==> config.mk <==
export PLATFORM = sky130hd
export DESIGN_NAME = mem_port_arbiter
export DESIGN_NICKNAME = d
export VERILOG_FILES = /design/src/rtl/mem_port_arbiter.sv
export SDC_FILE = /design/constraint.sdc
export NUM_CORES = 1
export LEC_CHECK = 0
export ABC_CLOCK_PERIOD_IN_PS = 4400
export BUFFER_PORTS_ARGS = -buffer_cell sky130_fd_sc_hd__buf_2
export CAP_MARGIN = 25
export CORE_MARGIN = 1.5
export CORE_UTILIZATION = 35
export DETAILED_ROUTE_END_ITERATION = 12
export PLACE_DENSITY = 0.73
export SLEW_MARGIN = 0
export SYNTH_ARGS = -nofsm -noshare
export SYNTH_HDL_FRONTEND = slang
export SYNTH_SLANG_ARGS = --single-unit
export TNS_END_PERCENT = 50
==> constraint.sdc <==
create_clock -name clk_i -period 4.4 [get_ports clk_i]
set_input_delay 0.22 -clock clk_i [delete_from_list [all_inputs] [get_ports clk_i]]
set_output_delay 0.22 -clock clk_i [all_outputs]
set_load 0.02 [all_outputs]
==> src/rtl/mem_port_arbiter.sv <==
// mem_port_arbiter
//   Shares one single-port unified memory between the IF-stage fetch and the
//   MEM-stage data access. One transaction is in flight at a time. When both
//   stages request, the data side wins, but a fetch that has been passed over
//   MAX_DM_STREAK times in a row wins the next arbitration.
//
// Ports
//   clk_i, rst_i                 clock, synchronous active-high reset
//   if_req_i/if_addr_i           fetch request (held until if_ack_o)
//   if_ack_o/if_rdata_o          one-cycle fetch completion + instruction
//   dm_req_i/dm_we_i/dm_addr_i/
//   dm_wdata_i                   data request (held until dm_ack_o)
//   dm_ack_o/dm_rdata_o          one-cycle data completion + read data
//   mem_req_o/mem_we_o/
//   mem_addr_o/mem_wdata_o       memory request, held until mem_ack_i
//   mem_ack_i/mem_rdata_i        memory completion, rdata valid same cycle
//   stall_o                      pipeline stall while any stage waits
module mem_port_arbiter #(
  parameter int ADDR_W        = 32,
  parameter int DATA_W        = 32,
  parameter int MAX_DM_STREAK = 4
) (
  input  logic              clk_i,
  input  logic              rst_i,
  input  logic              if_req_i,
  input  logic [ADDR_W-1:0] if_addr_i,
  output logic              if_ack_o,
  output logic [DATA_W-1:0] if_rdata_o,
  input  logic              dm_req_i,
  input  logic              dm_we_i,
  input  logic [ADDR_W-1:0] dm_addr_i,
  input  logic [DATA_W-1:0] dm_wdata_i,
  output logic              dm_ack_o,
  output logic [DATA_W-1:0] dm_rdata_o,
  output logic              mem_req_o,
  output logic              mem_we_o,
  output logic [ADDR_W-1:0] mem_addr_o,
  output logic [DATA_W-1:0] mem_wdata_o,
  input  logic              mem_ack_i,
  input  logic [DATA_W-1:0] mem_rdata_i,
  output logic              stall_o
);

  localparam logic [3:0] STREAK_MAX = 4'(MAX_DM_STREAK);

  typedef enum logic [1:0] {IDLE, BUSY_IF, BUSY_DM, RESP} state_t;

  state_t     state_q, state_d;
  logic [3:0] streak_q, streak_d;
  logic       grant_if, grant_dm, mem_done;

  // next-state, arbitration and starvation counter
  always_comb begin
    state_d  = state_q;
    streak_d = streak_q;
    grant_if = 1'b0;
    grant_dm = 1'b0;
    mem_done = 1'b0;
    case (state_q)
      IDLE: begin
        // data wins a tie unless the fetch has been starved long enough
        if (dm_req_i && !(if_req_i && streak_q == STREAK_MAX)) begin
          grant_dm = 1'b1;
          state_d  = BUSY_DM;
          if (!if_req_i)                streak_d = '0;
          else if (streak_q != STREAK_MAX) streak_d = streak_q + 4'd1;
        end else if (if_req_i) begin
          grant_if = 1'b1;
          state_d  = BUSY_IF;
          streak_d = '0;
        end
      end
      BUSY_IF, BUSY_DM: begin
        if (mem_ack_i) begin
          mem_done = 1'b1;
          state_d  = RESP;
        end
      end
      RESP:    state_d = IDLE;
      default: state_d = IDLE;
    endcase
  end

  always_ff @(posedge clk_i) begin
    if (rst_i) begin
      state_q  <= IDLE;
      streak_q <= '0;
    end else begin
      state_q  <= state_d;
      streak_q <= streak_d;
    end
  end

  // registered memory-side and requester-side outputs
  always_ff @(posedge clk_i) begin
    if (rst_i) begin
      mem_req_o   <= 1'b0;
      mem_we_o    <= 1'b0;
      mem_addr_o  <= '0;
      mem_wdata_o <= '0;
      if_ack_o    <= 1'b0;
      dm_ack_o    <= 1'b0;
      if_rdata_o  <= '0;
      dm_rdata_o  <= '0;
    end else begin
      if (grant_dm) begin
        mem_req_o   <= 1'b1;
        mem_we_o    <= dm_we_i;
        mem_addr_o  <= dm_addr_i;
        mem_wdata_o <= dm_wdata_i;
      end else if (grant_if) begin
        mem_req_o   <= 1'b1;
        mem_we_o    <= 1'b0;
        mem_addr_o  <= if_addr_i;
        mem_wdata_o <= '0;
      end else if (mem_done) begin
        mem_req_o   <= 1'b0;
      end
      // acks are single-cycle: they fall again on the RESP -> IDLE edge
      if_ack_o <= mem_done && (state_q == BUSY_IF);
      dm_ack_o <= mem_done && (state_q == BUSY_DM);
      if (mem_done && state_q == BUSY_IF) if_rdata_o <= mem_rdata_i;
      // write acks capture too; the value is meaningless for writes
      if (mem_done && state_q == BUSY_DM) dm_rdata_o <= mem_rdata_i;
    end
  end

  assign stall_o = (if_req_i & ~if_ack_o) | (dm_req_i & ~dm_ack_o);

endmodule

Word level (Yosys, flattened, before mapping)
Index checks and enable logic that the tools add are counted.
- register bits after elaboration: 138
- output and inout port bits: 133
- add/sub/neg operators: 1
- equal/unequal tests: 8
- muxes and demuxes: 24
- bitwise logic cells: 5
- reductions and logical operators: 12
- operators by type and width (operator ; count):
    $mux W32 ; 4
    $mux W4 ; 4
    $mux W1 ; 12
    $mux W2 ; 3
    $pmux W2 S3 ; 1
    $add A4 B1 Y4 const B ; 1
    $eq A2 B2 Y1 const B ; 2
    $eq A4 B3 Y1 const B ; 1
    $logic_and A1 B1 Y1 ; 4
    $ne A4 B3 Y1 const B ; 1
    $reduce_bool A2 Y1 ; 2
    $ne A3 B2 Y1 const B ; 1
    $ne A3 B3 Y1 const B ; 1
    $reduce_and A3 Y1 ; 1
    $reduce_bool A3 Y1 ; 1
    $and A1 B1 Y1 ; 2
    $eq A2 B1 Y1 const B ; 1
    $logic_not A2 Y1 ; 1
    $ne A2 B2 Y1 const B ; 1
    $not A1 Y1 ; 2
    $reduce_and A2 Y1 ; 1
    $reduce_or A2 Y1 ; 1
    $logic_not A1 Y1 ; 1
    $or A1 B1 Y1 ; 1

Longest topological paths before layout
Gate-level depths: netlist of run 1.
- depth in word-level cells: 8
- mapped depth: 7
- mapped depth without buffers: 5

Worst setup path after synthesis of run 1
Ideal clock, no wire load.
- kind: register -> register
- start point: reg state_q[0]
- end point: reg mem_addr_o[10]
- data arrival time: 1.351 ns
- required time: 4.281 ns
- setup slack: 2.930 ns
- cell stages (with the launch flop): 8
- path buffers: 2
- period minus slack after synthesis: 1.470 ns
- path through: dfxtp_1 inv_1 ha_1 and2_1 buf_4 nand2_2 buf_2 o221a_1
- word-level cells in the longest chain between the ends: 3
- elaborated cells on any way between the ends: 5
- RTL lines (item ; RTL line ; text):
    from (decl) ; 48 ; state_t state_q, state_d;
    from (signal assigned) ; 89 ; state_q <= state_d;
    $logic_not A2 Y1 (*) ; 59 ; case (state_q)
    $mux W1 ; 59 ;
    $mux W32 or $reduce_bool A2 Y1 (tied branches) ; n/a ;
    to (signal assigned) ; 109 ; mem_addr_o <= dm_addr_i;
    to (signal assigned) ; 114 ; mem_addr_o <= if_addr_i;
    to (decl) ; 37 ; output logic [ADDR_W-1:0] mem_addr_o,
Every way passes the cells marked *; elsewhere a longest branch is shown, timed or not.
A chain may end at the register's enable or synchronous reset.

Final worst setup path of run 1
- start point: reg streak_q[0]
- end point: reg mem_addr_o[31]
- word-level cells in the longest chain between the ends: 7
- elaborated cells on any way between the ends: 10
- RTL lines (item ; RTL line ; text):
    from (decl) ; 49 ; logic [3:0] streak_q, streak_d;
    from (signal assigned) ; 90 ; streak_q <= streak_d;
    $eq A4 B3 Y1 (*) ; 62 ; if (dm_req_i && !(if_req_i && streak_q == STREAK_MAX)) begin
    $logic_and A1 B1 Y1 (*) ; 62 ;
    $logic_not A1 Y1 (*) ; 62 ;
    $logic_and A1 B1 Y1 (*) ; 62 ;
    $mux W1 ; 62 ;
    $mux W1 ; 59 ;
    $mux W32 or $reduce_bool A2 Y1 (tied branches) ; n/a ;
Marks and branches as above.

==> results of run 1 <==
## synth_stat cells
cell type  instances
inv_1             38
nor2_1            35
nand2_2            1
buf_2             22
o221a_1           30
a21bo_2            1
buf_4              3
nand2b_1           2
nand4b_2           1
and2_1             2
a21oi_1           99
or2_2              1
o221a_2            2
ha_1               5
a22o_1             1
nand4_1            2
nand3_1            2
a31oi_1            1
nor2b_1            1
dfxtp_1          138
nor3b_1            2
clkbuf_1          25
o211ai_1           1
nand3b_1           4
buf_1              1
o21ai_0            2
and3_1             2
nand4bb_1          1
o22ai_1            1
o21ai_2            1
a32oi_1           34
nand2_1          134
nand4b_1           2
and3b_1            1
## registers in the layout, summed over array words and instances, names as in the netlist
name and flops:
if_rdata_o 32, mem_wdata_o 32, dm_rdata_o 32, mem_req_o 1, if_ack_o 1, streak_q 4, mem_addr_o 32, state_q 2
dm_ack_o 1, mem_we_o 1
## worst max-delay path: cells and delay by family (launching register included)
family,cells,cell delay (ps)
AO/OA/AOI/OAI,1,440
adder cells (fa/ha/maj),1,220
buffers and inverters,2,460
flip-flops,1,370
AND/OR/NAND/NOR,2,580
## metrics by stage
step	std cells	area (um2)
after floorplan	598	5220
after global placement	1005	6620
after detailed placement	1005	6620
after CTS	1037	7240
after global routing	1037	7240
final	1037	7240
## layout by cell type (no fill, tap or decap), drive strengths merged, types with 3 or more instances in the layout
master	netlist	final
a21oi	99	99
clkinv	0	3
clkinvlp	0	4
nor2	35	35
ha	5	5
buf	26	274
clkbuf	25	19
a32oi	34	34
bufinv	0	3
nand2	135	135
dfxtp	138	138
o21ai	3	3
nand4b	3	3
o221a	32	32
inv	38	41
nand3b	4	4
## metal layers
layer | up-vias | GRT usage, % | wire [um]
met5 | - | 0 | 0
met4 | 0 | 6.48 | 264
met3 | 19 | 6.33 | 1150
met2 | 197 | 30.5 | 7110
met1 | 2341 | 23.5 | 6530
li1 | 2550 | - | -
## report_power, final
group          internal [mW]  switching [mW]  total, mW  leakage, nW
combinational          0.369           0.649       1.02         1.86
sequential              1.42          0.0823       1.50         1.13
clock                  0.926           0.554       1.48        0.292
## logic make-up (layout without fill, tap and decap cells)
group	count (synthesis)	count (layout)	share of synthesized area, %
simple gates	193	193	15.5
compound gates	173	173	23.2
flops	138	138	52.9
buf+inv	89	344	7.14
fa+ha+maj	5	5	1.20
## cell type report
class / instances / share of cell area (%)
Clock inverter: 13 / 2.28
Tap cell: 184 / 3.18
Timing Repair Buffer: 274 / 19.3
Sequential cell: 138 / 38.2
Multi-Input combinational cell: 371 / 28.9
Inverter: 38 / 1.97
Clock buffer: 19 / 6.26
## how the worst max path moves through the flow
stage / start / end / slack, ps
2_1_floorplan: state_q[0] / mem_addr_o[10] / 2930
3_3_place_gp: streak_q[0] / mem_addr_o[31] / 2250
3_5_place_dp: streak_q[0] / mem_addr_o[20] / 2230
4_1_cts: streak_q[0] / mem_addr_o[31] / 2220
5_1_grt: streak_q[0] / mem_addr_o[20] / 2010
6_report: streak_q[0] / mem_addr_o[31] / 2210
==> results by group, run 1 <==
Clock network
  • TritonCTS clock tree: done
  • Post-cts sizing count: 0
  • Depth of the CTS H-tree: 4
  • Clk pin slew, worst setup/hold paths: 60 ps
  • Worst-skew pair later-pin latency: 410 ps
  • Setup bufs post-CTS: 0
  • Clock root buffer: clkbuf_16
  • Num CTS Buffers: 17
  • CTS Sinks: 138
  • CTS Hold Bufs: 0
  • CTS max path bufs: 2

Yosys
  • Top cell type's share of synthesized area: 52.9%
  • Syn Inst Count: 598
  • Synth Area per Inst: 8.73 um2
  • Seq/Total Area, Yosys: 52.9%
  • Ranking of synthesized cells by area: dfxtp_1, nand2_1, a21oi_1
  • Post-synth cell types: 34
  • Cell Area, Synth: 5220 um2
  • Synthesized flop and latch total: 138
  • Number of synthesis warnings: 0
  • Cell taking the most area after synthesis: dfxtp_1
  • Syn_nets: 737

Die
  • Die Width: 125 um
  • Core Area: 14500 um2
  • Die height: 125 um
  • Row count: 44
  • Die ar.: 15700 um2
  • IO Pins: 267
  • Starting Density: 35.9%

Setup path
  • Reg-to-reg endpoint: mem_addr_o[31]
  • Highest net fanout along the worst path: 39
  • Crit path required time: 4700 ps
  • Worst setup EP type: register
  • R2r worst-path depth: 6
  • CP cell instances: inv_1 -> ha_1 -> nand4b_2 -> buf_4 -> nand2_2 -> o221a_2
  • Arrival time worst endpoint: 2490 ps
  • Crit-path max cell delay: 490 ps
  • Critical path launch point type: register
  • Worst R2R Start: streak_q[0]
  • Critical path class: register to register
  • FF-to-FF setup slack: 2210 ps
  • Slowest cell on crit path: nand2_2

Layout
  • Filler instances: 1406
  • Antenna diode instance count: 0
  • Sequential cell area: 2760 um2
  • Final design utilization: 49.8%
  • Fraction of layout cells with a size suffix above 1: 36.7%
  • Area growth, synth to finish: 38.7%
  • Layout net count: 979
  • Footprint of the multi-input gates: 2090 um2

STA
  • Final setup viols: 0
  • Final hold vios: 0
  • Worst Slack Setup Final: 2210 ps
  • Relative slew slack: 31.9%
  • Clock Skew: 9.45 ps
  • Min cycle time layout: 2190 ps
  • Slew @ Worst Pin: 1020 ps
  • RSZ-0062 raised after global routing: no
  • Crit share post-route: 49.7%
  • Slew Limit Fails: 0
  • Fmax: 457 MHz
  • Hold_ws: 53.5 ps
  • Setup TNS: 0 ps

GRT
  • Tot GR Track Use: 18.8%
  • Initial antenna violation count: 0
  • First-pass GRT wire length: 24100 um
  • Number of global-route vias before repair: 4792
  • Pin count of the biggest net entering global routing: 100
  • Total gr overflow: 0

Route
  • 1st-iter DRT viols: 335
  • Drt wl/cell: 14.5 um
  • Remaining DRCs: 0
  • Number of iterations in the first detailed-routing pass: 4
  • DRT antenna net count: 0
  • Wirelength, routed: 15100 um
  • Vias per cell: 4.92
  • DR vias: 5107

Place
  • Setup WS pre-CTS: 2230 ps
  • PortBufs: 266
  • DP HPWL: 10000 um
  • Gpl congestion: 0.787

Min path
  • HP Class: primary input to register
  • Hold endpoint: dm_rdata_o[16]
  • Hold Startpoint: mem_rdata_i[16]
  • Hold path depth: 3

Run
  • Number of max-cap violations: 0

Pwr
  • VDD IR-drop max: 0.000326 V
  • Power per cell area: 553 nW/um2
  • Total power draw: 4.00 mW
  • Leak: 3.28 nW

Run status
  • Outcome: complete, no violations
No activity file was read; power rests on OpenSTA's default activity.
==> inputs of run 2 (changes only) <==
--- a/config.mk
+++ b/config.mk
@@ -5,13 +5,13 @@
 export SDC_FILE = /design/constraint.sdc
 export NUM_CORES = 1
 export LEC_CHECK = 0
-export ABC_CLOCK_PERIOD_IN_PS = 4400
+export ABC_CLOCK_PERIOD_IN_PS = 1900
 export BUFFER_PORTS_ARGS = -buffer_cell sky130_fd_sc_hd__buf_2
 export CAP_MARGIN = 25
 export CORE_MARGIN = 1.5
 export CORE_UTILIZATION = 35
 export DETAILED_ROUTE_END_ITERATION = 12
-export PLACE_DENSITY = 0.73
+export PLACE_DENSITY = 0.76
 export SLEW_MARGIN = 0
 export SYNTH_ARGS = -nofsm -noshare
 export SYNTH_HDL_FRONTEND = slang
==> constraint.sdc (replaced) <==
create_clock -name clk_i -period 1.9 [get_ports clk_i]
set_input_delay 0.095 -clock clk_i [delete_from_list [all_inputs] [get_ports clk_i]]
set_output_delay 0.095 -clock clk_i [all_outputs]
set_load 0.02 [all_outputs]
==> results by group, run 2 (same netlist as run 1, synthesis figures left out) <==
Run status
  • Outcome: complete, no violations (unchanged)

Die
  • Core Area: 14500 um2 (unchanged)
  • Starting Density: 35.9% (unchanged)
  • Row count: 44 (unchanged)
  • Die Width: 125 um (unchanged)
  • Die height: 125 um (unchanged)
  • Die ar.: 15700 um2 (unchanged)
  • IO Pins: 267 (unchanged)

Run
  • Number of max-cap violations: 0 (unchanged)

STA
  • Relative slew slack: 63.5% (was 31.9%)
  • Crit share post-route: 89.6% (was 49.7%)
  • Setup TNS: 0 ps (unchanged)
  • Final setup viols: 0 (unchanged)
  • Slew Limit Fails: 0 (unchanged)
  • Fmax: 587 MHz (was 457 MHz)
  • Final hold vios: 0 (unchanged)
  • Slew @ Worst Pin: 546 ps (was 1020 ps)
  • Min cycle time layout: 1700 ps (was 2190 ps)
  • RSZ-0062 raised after global routing: no (unchanged)
  • Clock Skew: 7.40 ps (was 9.45 ps)
  • Worst Slack Setup Final: 198 ps (was 2210 ps)
  • Hold_ws: 55.5 ps (was 53.5 ps)

Route
  • Remaining DRCs: 0 (unchanged)
  • Met2 wire len: 9240 um (was 7110 um)
  • Wirelength, routed: 18200 um (was 15100 um)
  • Vias per cell: 5.01 (was 4.92)
  • DRT antenna net count: 0 (unchanged)
  • Number of iterations in the first detailed-routing pass: 5 (was 4)
  • Max Used Layer: met4 (unchanged)
  • Drt wl/cell: 15.5 um (was 14.5 um)
  • DRT met1 WL: 7110 um (was 6530 um)
  • DR vias: 5866 (was 5107)
  • 1st-iter DRT viols: 378 (was 335)
  • Met3 Routed Length: 1280 um (was 1150 um)

Layout
  • Final instance area: 8650 um2 (was 7240 um2)
  • Fraction of layout cells with a size suffix above 1: 32.0% (was 36.7%)
  • Area growth, synth to finish: 65.7% (was 38.7%)
  • Layout net count: 1112 (was 979)
  • Final design utilization: 59.5% (was 49.8%)
  • Fin cells: 1171 (was 1037)
  • Most frequent cells in the layout: buf_2, dfxtp_1, nand2_1 (unchanged)
  • Most common cell after layout, fill and taps aside: buf_2 (unchanged)

Clock network
  • CTS Sinks: 138 (unchanged)
  • Worst-skew pair later-pin latency: 410 ps (about the same)
  • Num CTS Buffers: 17 (unchanged)
  • Clock root buffer: clkbuf_16 (unchanged)
  • Clk pin slew, worst setup/hold paths: 60 ps (about the same)
  • CTS max path bufs: 2 (unchanged)
  • Depth of the CTS H-tree: 4 (unchanged)
  • TritonCTS clock tree: done (unchanged)

Setup path
  • Worst setup EP type: register (unchanged)
  • R2r worst-path depth: 6 (unchanged)
  • FF-to-FF setup slack: 200 ps (was 2210 ps)
  • Worst R2R Start: state_q[0] (was streak_q[0])
  • Slowest cell on crit path: dfxtp_1 (was nand2_2)
  • Critical path class: register to register (unchanged)
  • Crit-path max cell delay: 350 ps (was 490 ps)
  • Arrival time worst endpoint: 2040 ps (was 2490 ps)
  • Critical path launch point type: register (unchanged)
  • Highest net fanout along the worst path: 32 (was 39)
  • CP cell instances: inv_1 -> ha_1 -> and2_1 -> nand2_2 -> buf_4 -> o221a_1 (was inv_1 -> ha_1 -> nand4b_2 -> buf_4 -> nand2_2 -> o221a_2)
  • Reg-to-reg endpoint: mem_addr_o[27] (was mem_addr_o[31])
  • Crit path required time: 2240 ps (was 4700 ps)

Min path
  • Hold path depth: 3 (unchanged)
  • Hold endpoint: streak_q[0] (was dm_rdata_o[16])
  • Hold Startpoint: if_req_i (was mem_rdata_i[16])
  • HP Class: primary input to register (unchanged)

GRT
  • Tot GR Track Use: 22.7% (was 18.8%)
  • Pin count of the biggest net entering global routing: 59 (was 100)
  • First-pass GRT wire length: 28800 um (was 24100 um)
  • Number of global-route vias before repair: 5932 (was 4792)
  • Total gr overflow: 0 (unchanged)
  • Initial antenna violation count: 2 (was 0)

Place
  • Setup WS pre-CTS: 104 ps (was 2230 ps)
  • DP HPWL: 10400 um (was 10000 um)
  • Post-DP Area: 6740 um2 (was 6620 um2)
  • Placed cell count: 1009 (was 1005)
  • PortBufs: 266 (unchanged)
  • Gpl congestion: 0.786 (was 0.787)

Pwr
  • Power per cell area: 1120 nW/um2 (was 553 nW/um2)
  • Leak: 3.88 nW (was 3.28 nW)
  • VDD IR-drop max: 0.000593 V (was 0.000326 V)
  • Total power draw: 9.67 mW (was 4.00 mW)
-- run 2: layout make-up --
type	count	area [um2]
inverter	38	143
clock buffer	18	429
antenna	2	5.00
sequential	138	2760
multi-input combinational	371	2100
timing repair buffer	407	2800
fill	1173	5890
tap	184	230
clock inverter	13	178
-- run 2: worst max-delay path by stage --
stage / start / endpoint / slack [ps] / cells past startpoint
CTS: streak_q[0] / mem_addr_o[25] / 90 / 5
global placement: streak_q[0] / mem_addr_o[31] / 150 / 5
floorplan: state_q[0] / mem_addr_o[10] / 430 / 7
detailed placement: streak_q[0] / mem_addr_o[25] / 100 / 5
global route: state_q[0] / mem_addr_o[27] / 70 / 6
finish: state_q[0] / mem_addr_o[27] / 200 / 6
-- run 2: per-layer routing --
layer | vias up | track usage, %
li1 | 2816 | -
met1 | 2721 | 25.1
met2 | 285 | 40.0
met3 | 44 | 6.33
met4 | 0 | 11.4
met5 | - | 0
-- run 2: worst max-delay path, delay by kind of cell, from the launching register on --
kind	cells	cell delay, ps
adders and majority gates	1	300
AOI/OAI and AO/OA	1	280
and+or+nand+nor	2	280
buffers and inverters	2	400
DFF	1	350
-- run 2: repair_timing --
action | 4_1_cts | 5_1_grt
resized for setup | 0 | 1
endpoints found under the hold margin | 129 | 0
buffers inserted | 0 | 0
hold buffers | 129 | 0
endpoints found under the setup margin | 0 | 29
-- run 2: where the power goes --
part           leakage (nW)  internal (mW)  total [mW]  switching (mW)
clock network         0.295           2.18        3.41            1.23
logic                  2.46           1.13        2.76            1.63
registers              1.13           3.29        3.51           0.215
total                  3.88           6.60        9.67            3.08
==> inputs of run 3 (changes only) <==
--- a/config.mk
+++ b/config.mk
@@ -10,8 +10,10 @@
 export CAP_MARGIN = 25
 export CORE_MARGIN = 1.5
 export CORE_UTILIZATION = 35
+export CTS_BUF_LIST = sky130_fd_sc_hd__clkbuf_8
 export DETAILED_ROUTE_END_ITERATION = 12
 export PLACE_DENSITY = 0.76
+export REMOVE_ABC_BUFFERS = 1
 export SLEW_MARGIN = 0
 export SYNTH_ARGS = -nofsm -noshare
 export SYNTH_HDL_FRONTEND = slang
==> results by group, run 3 (same netlist as run 1, synthesis figures left out) <==
Layout
  • Footprint of the multi-input gates: 2100 um2 (about the same)
  • Antenna diode instance count: 0 (was 2)
  • Area growth, synth to finish: 60.7% (was 65.7%)
  • Most frequent cells in the layout: buf_2, dfxtp_1, nand2_1 (unchanged)
  • Most common cell after layout, fill and taps aside: buf_2 (unchanged)
  • Fin cells: 1172 (was 1171)
  • Final design utilization: 57.7% (was 59.5%)
  • Layout net count: 1114 (was 1112)
  • Filler instances: 1196 (was 1173)
  • Fraction of layout cells with a size suffix above 1: 32.3% (was 32.0%)
  • Sequential cell area: 2760 um2 (unchanged)
  • Final instance area: 8390 um2 (was 8650 um2)

GRT
  • Pin count of the biggest net entering global routing: 49 (was 59)
  • Total gr overflow: 0 (unchanged)
  • Initial antenna violation count: 0 (was 2)
  • Tot GR Track Use: 23.5% (was 22.7%)
  • First-pass GRT wire length: 29900 um (was 28800 um)
  • Number of global-route vias before repair: 6202 (was 5932)

Clock network
  • CTS max path bufs: 2 (unchanged)
  • Clock root buffer: clkbuf_8 (was clkbuf_16)
  • Setup bufs post-CTS: 0 (unchanged)
  • Worst-skew pair later-pin latency: 440 ps (was 410 ps)
  • Depth of the CTS H-tree: 4 (unchanged)
  • TritonCTS clock tree: done (unchanged)
  • Clk pin slew, worst setup/hold paths: 80 ps (was 60 ps)
  • CTS Sinks: 138 (unchanged)
  • Num CTS Buffers: 17 (unchanged)

Die
  • Starting Density: 35.9% (unchanged)
  • Die ar.: 15700 um2 (unchanged)
  • Die height: 125 um (unchanged)
  • IO Pins: 267 (unchanged)
  • Row count: 44 (unchanged)
  • Die Width: 125 um (unchanged)
  • Core Area: 14500 um2 (unchanged)

Place
  • DP HPWL: 10500 um (was 10400 um)
  • Placed cell count: 1011 (was 1009)
  • Gpl congestion: 0.758 (was 0.786)
  • Setup WS pre-CTS: 127 ps (was 104 ps)
  • PortBufs: 266 (unchanged)
  • Post-DP Area: 6720 um2 (was 6740 um2)

Route
  • Drt wl/cell: 15.9 um (was 15.5 um)
  • Vias per cell: 5.12 (was 5.01)
  • 1st-iter DRT viols: 309 (was 378)
  • Wirelength, routed: 18600 um (was 18200 um)
  • DR vias: 6001 (was 5866)
  • Remaining DRCs: 0 (unchanged)
  • Number of iterations in the first detailed-routing pass: 5 (unchanged)
  • DRT antenna net count: 0 (unchanged)

STA
  • Slew @ Worst Pin: 799 ps (was 546 ps)
  • Fmax: 591 MHz (was 587 MHz)
  • Final setup viols: 0 (unchanged)
  • Setup TNS: 0 ps (unchanged)
  • Worst Slack Setup Final: 207 ps (was 198 ps)
  • Slew Limit Fails: 0 (unchanged)
  • Clock Skew: 8.70 ps (was 7.40 ps)
  • RSZ-0062 raised after global routing: no (unchanged)
  • Min cycle time layout: 1690 ps (was 1700 ps)
  • Final hold vios: 0 (unchanged)
  • Crit share post-route: 89.1% (was 89.6%)
  • Relative slew slack: 46.6% (was 63.5%)

Pwr
  • Switch Pwr: 3.06 mW (was 3.08 mW)
  • Seq pwr share: 41.1% (was 36.2%)
  • Switching power share of the total: 35.9% (was 31.8%)
  • Leak: 3.77 nW (was 3.88 nW)
  • Power per cell area: 1020 nW/um2 (was 1120 nW/um2)
  • Logic pwr share: 32.4% (was 28.5%)
  • Cell Int Power: 5.48 mW (was 6.60 mW)
  • Clk pwr share: 26.5% (was 35.3%)
  • VDD IR-drop max: 0.000616 V (was 0.000593 V)

Min path
  • HP Class: primary input to register (unchanged)

Run status
  • Outcome: complete, no violations (unchanged)

Run
  • Number of max-cap violations: 0 (unchanged)

Setup path
  • Critical path class: register to register (unchanged)
  • Worst setup EP type: register (unchanged)
  • Critical path launch point type: register (unchanged)
  • Arrival time worst endpoint: 2070 ps (was 2040 ps)
  • Highest net fanout along the worst path: 26 (was 32)
  • Crit path required time: 2270 ps (was 2240 ps)
[run 3: cell count changes in the layout (fill, tap and decap cells not counted), sizes merged]
cell	before	now
diode	2	0
buf	278	280
clkinvlp	2	3
inv	38	43
bufinv	4	1
clkinv	7	5
[run 3: layer usage]
layer,GRT usage (%),part of all wire [%]
met5,0,0
met4,11.0,3.4
met3,6.93,8.6
met2,41.7,48
met1,25.8,40
[run 3: stage by stage]
| step | total power, mW | hold WS (ps) |
|---|---|---|
| floorplan | 5.00 | 164 |
| global placement | 5.98 | 343 |
| global route | 8.97 | 31.3 |
| finish | 8.54 | 39.3 |
| detailed placement | 6.02 | 352 |
| CTS | 8.49 | 6.68 |
[run 3: layout make-up]
type	count	area share, %
flip-flops and latches	138	32.9
clock inverters	14	1.46
repair buffers	409	33.1
inverters	38	1.70
multi-input cells	371	25.0
clock buffers	18	2.95
well taps	184	2.75
[run 3: worst paths after layout]
kind / startpoint / end / slack, ps / cells after the start
worst min register to register: dm_rdata_o[0] / dm_rdata_o[0] / 450 / 2
worst min-delay path: if_req_i / streak_q[1] / 40 / 3
worst max-delay path: state_q[0] / mem_addr_o[0] / 210 / 6
worst max register to register: state_q[0] / mem_addr_o[0] / 210 / 6
[run 3: worst max-delay path, cell delays in order (launching register included)]
cell and delay, ps:
dfxtp_1 330, inv_1 80, ha_2 280, o21ai_4 250, buf_12 250, a21oi_1 210
o221a_2 230
[run 3: what timing repair did]
action	in CTS	in global routing
hold endpoints to repair	129	0
setup endpoints to repair	0	32
resized for setup	0	2
hold buffers	129	0
[run 3: power by group through the flow]
stage | registers [mW] | clock network, mW | logic, mW
after floorplan | 3.99 | 0 | 1.01
after global placement | 3.54 | 0 | 2.44
after detailed placement | 3.53 | 0 | 2.48
after CTS | 3.48 | 2.32 | 2.69
after global routing | 3.54 | 2.44 | 2.99
final | 3.51 | 2.27 | 2.77
